`src/rtl/dm_access_seq.sv`:
```
// dm_access_seq: data-memory access sequencer between the CPU memory stage and a
// word-only, single-port synchronous data memory. It handles one request at a time.
// Word accesses must be aligned. Misaligned word accesses return an error without
// touching memory. Byte stores are done as a read-modify-write. Byte loads return the
// selected lane zero-extended. Every output is registered.
//
// Ports:
//   clk, reset        system clock; synchronous active-high reset
//   req_*             request channel (valid/ready handshake; we, byte, addr, wdata)
//   resp_*            single-cycle response pulse with read data and error flag
//   mem_*             synchronous memory port; read data arrives the cycle after a read

module dm_access_seq (
    input  logic        clk,
    input  logic        reset,
    input  logic        req_valid,
    output logic        req_ready,
    input  logic        req_we,
    input  logic        req_byte,
    input  logic [31:0] req_addr,
    input  logic [31:0] req_wdata,
    output logic        resp_valid,
    output logic [31:0] resp_rdata,
    output logic        resp_err,
    output logic        mem_en,
    output logic        mem_we,
    output logic [31:0] mem_addr,
    output logic [31:0] mem_wdata,
    input  logic [31:0] mem_rdata
);

    typedef enum logic [2:0] {StIdle, StRd, StRcap, StWr, StResp} state_e;

    state_e     state_q;
    logic       we_q;
    logic       byte_q;
    logic [1:0] lane_q;
    logic [7:0] wbyte_q;

    // Lane 0 is bits [7:0] and lane 3 is bits [31:24].
    function automatic logic [7:0] lane_sel(input logic [31:0] w, input logic [1:0] lane);
        logic [7:0] b;
        case (lane)
            2'd0:    b = w[7:0];
            2'd1:    b = w[15:8];
            2'd2:    b = w[23:16];
            default: b = w[31:24];
        endcase
        return b;
    endfunction

    function automatic logic [31:0] lane_merge(input logic [31:0] w, input logic [1:0] lane,
                                               input logic [7:0] b);
        logic [31:0] r;
        r = w;
        case (lane)
            2'd0:    r[7:0]   = b;
            2'd1:    r[15:8]  = b;
            2'd2:    r[23:16] = b;
            default: r[31:24] = b;
        endcase
        return r;
    endfunction

    // Outputs are set on the edge that enters a state, so they are valid for that state.
    // The read word is captured directly into resp_rdata (loads) or mem_wdata (byte
    // stores), and those registers act as the read buffer.
    always_ff @(posedge clk) begin
        if (reset) begin
            state_q    <= StIdle;
            req_ready  <= 1'b1;
            resp_valid <= 1'b0;
            resp_rdata <= 32'h0;
            resp_err   <= 1'b0;
            mem_en     <= 1'b0;
            mem_we     <= 1'b0;
            mem_addr   <= 32'h0;
            mem_wdata  <= 32'h0;
            we_q       <= 1'b0;
            byte_q     <= 1'b0;
            lane_q     <= 2'd0;
            wbyte_q    <= 8'h0;
        end else begin
            // These outputs are pulses. mem_addr and the resp data hold their values.
            resp_valid <= 1'b0;
            mem_en     <= 1'b0;
            mem_we     <= 1'b0;
            mem_wdata  <= 32'h0;

            case (state_q)
                StIdle: begin
                    if (req_valid && req_ready) begin
                        req_ready <= 1'b0;
                        we_q      <= req_we;
                        byte_q    <= req_byte;
                        lane_q    <= req_addr[1:0];
                        wbyte_q   <= req_wdata[7:0];
                        if (!req_byte && (req_addr[1:0] != 2'b00)) begin
                            state_q    <= StResp;
                            resp_valid <= 1'b1;
                            resp_rdata <= 32'h0;
                            resp_err   <= 1'b1;
                        end else if (req_we && !req_byte) begin
                            state_q   <= StWr;
                            mem_en    <= 1'b1;
                            mem_we    <= 1'b1;
                            mem_addr  <= {req_addr[31:2], 2'b00};
                            mem_wdata <= req_wdata;
                        end else begin
                            state_q  <= StRd;
                            mem_en   <= 1'b1;
                            mem_addr <= {req_addr[31:2], 2'b00};
                        end
                    end
                end

                StRd: begin
                    state_q <= StRcap;
                end

                StRcap: begin
                    if (!we_q) begin
                        state_q    <= StResp;
                        resp_valid <= 1'b1;
                        resp_err   <= 1'b0;
                        resp_rdata <= byte_q ? {24'h0, lane_sel(mem_rdata, lane_q)}
                                             : mem_rdata;
                    end else begin
                        // Only byte stores reach RCAP with we set.
                        state_q   <= StWr;
                        mem_en    <= 1'b1;
                        mem_we    <= 1'b1;
                        mem_wdata <= lane_merge(mem_rdata, lane_q, wbyte_q);
                    end
                end

                StWr: begin
                    state_q    <= StResp;
                    resp_valid <= 1'b1;
                    resp_rdata <= 32'h0;
                    resp_err   <= 1'b0;
                end

                StResp: begin
                    state_q   <= StIdle;
                    req_ready <= 1'b1;
                end

                default: begin
                    state_q   <= StIdle;
                    req_ready <= 1'b1;
                end
            endcase
        end
    end

endmodule

```
`config.mk`:
```
export PLATFORM = sky130hd
export DESIGN_NAME = dm_access_seq
export DESIGN_NICKNAME = d
export VERILOG_FILES = /design/src/rtl/dm_access_seq.sv
export SDC_FILE = /design/constraint.sdc
export NUM_CORES = 1
export LEC_CHECK = 0
export BUFFER_PORTS_ARGS = -buffer_cell sky130_fd_sc_hd__buf_2
export CAP_MARGIN = 15
export CORE_MARGIN = 2
export CORE_UTILIZATION = 43
export DETAILED_ROUTE_END_ITERATION = 7
export GPL_TIMING_DRIVEN = 0
export PLACE_DENSITY = 0.76
export SYNTH_ARGS = -nofsm -noshare
export SYNTH_HDL_FRONTEND = slang
export SYNTH_SLANG_ARGS = --single-unit
```
`constraint.sdc`:
```
create_clock -name clk -period 1.7 [get_ports clk]
set_input_delay 0.17 -clock clk [delete_from_list [all_inputs] [get_ports clk]]
set_output_delay 0.17 -clock clk [all_outputs]
set_load 0.02 [all_outputs]
```
==> metrics, run 1 <==
outcome=completed; initial antenna violation count=0; Slew headroom=between 60% and 70%; total CTS buffers=17; most common library cells after synthesis=114 x dfxtp_1, 109 x nand2_1, 64 x mux2i_1; DRT iter0 DRCs=between 200 and 300; finished layout cell area=roughly 0.0072 mm²; largest net degree at the start of global routing=17; TritonCTS clock tree=yes; maximum clock frequency=roughly 610 MHz; NumNets Final=about 910; Vias=~5,000; Worst setup EP type=flop; # IOs=202; Hold/Removal Path Class=in2reg; Synth area leaders=dfxtp_1 47%, mux2i_1 13%, nand2_1 8.4%; unrepaired setup endpoints after global routing=yes; Root Buffer=clkbuf_16; Reg clk slew, reported paths=about 0.05 ns; CTS max path bufs=2; Worst Hold Path EP=mem_wdata[24]; WHS=roughly 0.017 ns; Worst VDD drop=around 0.0008 V; Top FF cell, synth=dfxtp_1; Netlist cell types=38; Die Area=roughly 0.012 mm²; crit path time final=1.63 ns; DRC Markers=0; Worst Max-Slew Pin Slew=0.589 ns; EDFF count, synth=0; Yosys top cell by area=dfxtp_1; PortBufs=between 150 and 200; Power Internal=approximately 5.6 mW; Setup Crit Path Kind=reg2reg; Pre-antenna DRT Iters=5; row cnt=38; Post-DP Area=approximately 0.006 mm²; number of max-cap violations=0; Hold Vio Cnt, Final=0; Final Cycle Share=between 90% and 100%; maximum fanout along the worst path=10; sequential element share of the synthesized area=47.0%; syn_area_per_cell=roughly 9.1 µm²; Final Setup Violations=0; min-delay src=req_wdata[24]; DP Cell Count=875; Core Box Area=~0.011 mm²; Critical Path RT=between 2 and 2.5 ns; leakage=approximately 3.5 nW; Comb pwr share=around 17%; Clock Power Share=45.5%; Hold Path Depth=3; starting density of the core=approximately 44%; most common cell in the synthesized netlist=dfxtp_1; Synth warnings=0; Sw Share=around 26%; Non-Filler Instances=960; share of post-route cells with drive strength above 1=between 30 and 40%; startpoint types=flop; hpwl dp=roughly 12,000 µm; Vert. Die Dim=approximately 110 µm; clk_skew=~0.011 ns; mapped cell area=0.00485 mm²; clk sink count=114; Slew Limit Fails=0; Seq cells post-synth=between 100 and 150; clk_lat worst skew=roughly 0.42 ns; Setup WS post-layout=between 0.06 and 0.07 ns; first-pass GRT wire length=between 20,000 and 25,000 µm; drt wl/cell=around 17 µm; vias in the first global route=between 5,000 and 6,000; gpl congestion=between 0.9 and 1; Overflow after GRT=0; final core occ=66.1%; FFs w/ async S/R, synth=0%; area of the multi-input gates=0.00240 mm²; GRT Total Usage=a little over a quarter; Layout area overhead=49.0%; vias per cell=approximately 5.2; reg2reg start=state_q[2]; Mapped Cells=roughly 540; worst reg2reg path endpoint=wbyte_q[0]; drt total wl=between 15,000 and 20,000 µm; deepest level of the CTS H-tree=4; Sequential Area=~0.0023 mm²; Post-Place Setup Slack=-0.103 ns; Die X=between 100 and 150 µm; r2r setup slk=~0.068 ns; critical path arrival=approximately 2.0 ns; pwr/cell area=between 1000 and 1500 mW/mm²; FF-to-FF path depth=7; post-synth top area share=between 40% and 50%; fill count=slightly below 900; Psw=~2.0 mW; DRT antenna net count=0; sequential share of power=~38%
## critical path: stages, from the launching register on
cell	delay [ns]
dfxtp_2	0.31
buf_6	0.13
nor4b_4	0.31
buf_4	0.18
buf_4	0.10
clkbuf_2	0.22
nand3_1	0.12
a21oi_1	0.18
## stage by stage
stage / total power [mW] / setup TNS (ns)
after floorplan: 3.61 / 0
after global placement: 3.99 / -1.32
after detailed placement: 4.01 / -2.10
after CTS: 7.58 / -0.0480
after global routing: 7.91 / -0.0441
final: 7.61 / 0
## power by group through the flow
stage                     combinational, mW  sequential [mW]  clock (mW)
after floorplan                       0.631             2.98           0
after global placement                 1.08             2.90           0
after detailed placement               1.10             2.91           0
after CTS                              1.21             2.86        3.51
after global routing                   1.37             2.88        3.66
final                                  1.28             2.87        3.46
## worst max-delay path by stage
| stage | from | to | slack [ns] | depth (start not counted) |
|---|---|---|---|---|
| finish | state_q[2] | wbyte_q[0] | 0.07 | 7 |
| global route | state_q[2] | resp_err | -0.03 | 5 |
| floorplan | req_ready | resp_rdata[7] | 0.09 | 5 |
| detailed placement | lane_q[0] | mem_wdata[0] | -0.10 | 5 |
| CTS | state_q[1] | mem_addr[8] | -0.02 | 6 |
| global placement | lane_q[0] | mem_wdata[2] | -0.07 | 5 |
## logic make-up (layout without fill, tap and decap cells)
logic type             Yosys count  after routing  share of synthesized area [%]
buffers and inverters           46            328                           4.77
multiplexers                    64             64                           13.2
AO/OA/AOI/OAI                  109            109                           16.0
other                            1              3                         0.0773
AND/OR/NAND/NOR                202            202                           18.9
flip-flops                     114            114                           47.0
## sequential cells by signal, summed over array words and instances (netlist names)
| signal | count |
|---|---|
| mem_wdata | 32 |
| resp_rdata | 32 |
| mem_addr | 30 |
| wbyte_q | 8 |
| state_q | 3 |
| lane_q | 2 |
| byte_q | 1 |
| mem_en | 1 |
| mem_we | 1 |
| req_ready | 1 |
| resp_err | 1 |
| resp_valid | 1 |
| we_q | 1 |
## timing repair
action,4_1_cts,5_1_grt
endpoints found under the setup margin,47,101
hold endpoints to repair,41,0
gates cloned,1,2
pin swaps,3,2
buffers inserted,5,8
resized for setup,21,23
hold buffers,41,0
## layout make-up
type	instances	share of cell area (%)
multi-input combinational	377	33.1
sequential	114	31.6
timing repair buffer	255	21.1
clock buffer	26	6.91
buffer	40	3.67
tap	140	2.42
clock inverter	5	1.04
inverter	2	0.104
antenna	1	0.0346
## placed cells by master, fill, tap and decap left out, types with 2 or more instances in the layout
cell type      count
a21oi_1           46
a2bb2oi_1         32
buf_2            204
buf_4             16
buf_6              7
buf_8              4
bufinv_16          2
clkbuf_1          20
clkbuf_16         17
clkbuf_2           7
clkbuf_8           4
clkinv_2           3
conb_1             2
dfxtp_1          112
dfxtp_2            2
dlygate4sd3_1     41
mux2i_1           64
nand2_1          108
nand2b_1          27
nand3_1           13
nor2_1            38
nor3b_4            2
o21ai_0            2
o221ai_1           8
o22a_1             8
o2bb2ai_1          7
## per-layer routing
metal	GRT usage [%]	share of wire (%)	up-vias
met1	29.5	37	2276
met5	0	0	-
met4	16.3	4.4	0
met2	45.6	48	293
li1	-	-	2398
met3	10.6	11	56
Note: power is estimated with default switching activity, not from simulation.
==> run 2, diff against run 1 <==
- REMOVE_ABC_BUFFERS: default -> 1
==> run 2 against run 1 <==
Compared with the run above:
- largest cell class unchanged
- die area did not move
- register-to-register slack got worse by 0.03 ns
- global-route usage fell by 1.2 points
- non-clock buffer count fell by 48
- sequential power rose by 2%
- critical path depth fell by 1
- sequential share of layout area rose by 1.2 points
- maximum frequency fell by 1.6%
- total power fell by 2.5%
- routed wire length fell by 0.97%
- clock skew fell by 0.0055 ns
- first-iteration DRC count rose by 54%
==> metrics, run 2 (same netlist as run 1, synthesis figures left out) <==
outcome=completed; Setup Crit Path Kind=reg2reg; Hold Vio Cnt, Final=0 (unchanged); worst reg2reg path endpoint=resp_rdata[26]; critical path arrival=1.99 ns (+0.03 ns); maximum fanout along the worst path=12 (+2); Vert. Die Dim=110 µm (unchanged); DRT iter0 DRCs=391 (+54%); clk_lat worst skew=0.41 ns (about the same); initial antenna violation count=2 (+2); Root Buffer=clkbuf_16; Post-Place Setup Slack=-1.50 ns (-1.40 ns); clk_skew=0.00560 ns (-0.00551 ns); Hold/Removal Path Class=in2reg; largest net degree at the start of global routing=73 (+56); unrepaired setup endpoints after global routing=yes; drt wl/cell=18.1 µm (+4.4%); share of post-route cells with drive strength above 1=36.0% (+1.8 points); Non-Filler Instances=911 (-5.1%); Largest regs=mem_wdata: 32 flops, resp_rdata: 32 flops, mem_addr: 30 flops; Post-DP Area=0.00588 mm² (-2.3%); number of max-cap violations=0 (unchanged); Vias=4,919 (-2.1%); Die Area=0.0121 mm² (unchanged); WHS=0.00976 ns (-0.00712 ns); vias in the first global route=4,750 (-5.3%); CTS max path bufs=2 (unchanged); Worst VDD drop=0.000616 V (-23%); leakage=3.37 nW (-4.0%); hpwl dp=10,500 µm (-10%); FF-to-FF path depth=6 (-1); drt total wl=16,500 µm (-0.97%); commonest non-fill, non-tap cell in the layout=buf_2; deepest level of the CTS H-tree=4 (unchanged); NumNets Final=861 (-5.2%); Die X=110 µm (unchanged); vias per cell=5.40 (+3.2%); Tot Pwr=7.42 mW (-2.5%); final core occ=64.2% (-1.9 points); Critical Path RT=2.03 ns (about the same); GRT Total Usage=26.2% (-1.2 points); total CTS buffers=17 (unchanged); DRT antenna net count=0 (unchanged); Worst Hold Path EP=mem_wdata[30]; Slew Limit Fails=0 (unchanged); TritonCTS clock tree=yes; crit path time final=1.66 ns (+0.0260 ns); DP Cell Count=835 (-4.6%); # IOs=202 (unchanged); setup_tns=0 ns (unchanged); PortBufs=199 (+0.51%); row cnt=38 (unchanged); Final Setup Violations=0 (unchanged); Hold Path Depth=3 (unchanged); gpl congestion=0.858 (-6.4%); Reg clk slew, reported paths=0.05 ns (about the same); Worst Max-Slew Pin Slew=0.748 ns (+0.159 ns); Overflow after GRT=0 (unchanged); Worst setup EP type=flop; finished layout cell area=0.00702 mm² (-2.8%); Setup WS post-layout=0.0415 ns (-0.0260 ns); Final Cycle Share=97.6% (+1.5 points); commonest cells after routing, fill and taps aside=198 x buf_2, 107 x dfxtp_1, 104 x nand2_1; startpoint types=flop; DRC Markers=0 (unchanged); Layout area overhead=44.8%; first-pass GRT wire length=23,900 µm (-3.8%); pwr/cell area=1060 mW/mm² (+0.33%); reg2reg start=state_q[2]; maximum clock frequency=603 MHz (-1.6%); r2r setup slk=0.04 ns (-0.03 ns); min-delay src=req_wdata[30]; Pre-antenna DRT Iters=5 (unchanged); Slew headroom=50.1% (-10 points); starting density of the core=44.4% (unchanged); clk sink count=114 (unchanged); Core Box Area=0.0109 mm² (unchanged)
==> run 2: changes by cell type in the layout (fill, tap and decap cells not counted), moves of 3 or more <==
cell,before,now
buf_2,204,198
nand2_1,108,104
dlygate4sd3_1,41,25
clkbuf_2,7,0
buf_6,7,2
clkbuf_1,20,1
nand2_2,1,5
buf_12,0,4
dfxtp_4,0,4
buf_8,4,1
dfxtp_1,112,107
==> run 2: worst max path at each step <==
stage / cells after the start / endpoint / startpoint
3_5_place_dp: 6 / resp_rdata[31] / reset
5_1_grt: 6 / resp_rdata[11] / state_q[2]
2_1_floorplan: 4 / resp_rdata[10] / state_q[2]
3_3_place_gp: 5 / resp_rdata[13] / reset
6_report: 6 / resp_rdata[26] / state_q[2]
4_1_cts: 6 / resp_rdata[15] / state_q[0]
==> run 2: worst max-delay path, cell delays in order (launching register included) <==
cell and delay [ns]:
dfxtp_4 0.38, or3_4 0.43, buf_16 0.16, nor3b_4 0.22, buf_12 0.18, nand2_1 0.08, mux2i_1 0.13
==> run 2: layout make-up <==
cell class                      count  area [µm²]
Antenna cell                        2        5.00
Clock buffer                       22         484
Clock inverter                      6        57.6
Fill cell                         876        3910
Inverter                            2        7.51
Multi-Input combinational cell    378        2470
Sequential cell                   114        2300
Tap cell                          140         175
Timing Repair Buffer              247        1530
==> run 2: per-layer routing <==
| metal | up-vias | wire (µm) | GRT usage (%) |
|---|---|---|---|
| met1 | 2327 | 6610 | 30.8 |
| met4 | 0 | 638 | 13.7 |
| met5 | - | 0 | 0 |
| met2 | 230 | 8170 | 44.5 |
| li1 | 2308 | - | - |
| met3 | 54 | 1030 | 6.23 |
==> run 2: report_power, final <==
| part | switching [mW] | internal [mW] | total [mW] | leakage (nW) |
|---|---|---|---|---|
| clock network | 1.15 | 2.11 | 3.27 | 0.269 |
| logic | 0.664 | 0.554 | 1.22 | 2.17 |
| registers | 0.150 | 2.79 | 2.94 | 0.927 |
| total | 1.96 | 5.45 | 7.42 | 3.37 |
==> run 2: repair_timing <==
item,in CTS,in global routing
cloned,1,0
setup endpoints to repair,111,71
hold buffers,25,0
buffers inserted,14,6
gates resized for setup,26,12
pin swaps,6,4
endpoints found under the hold margin,25,0
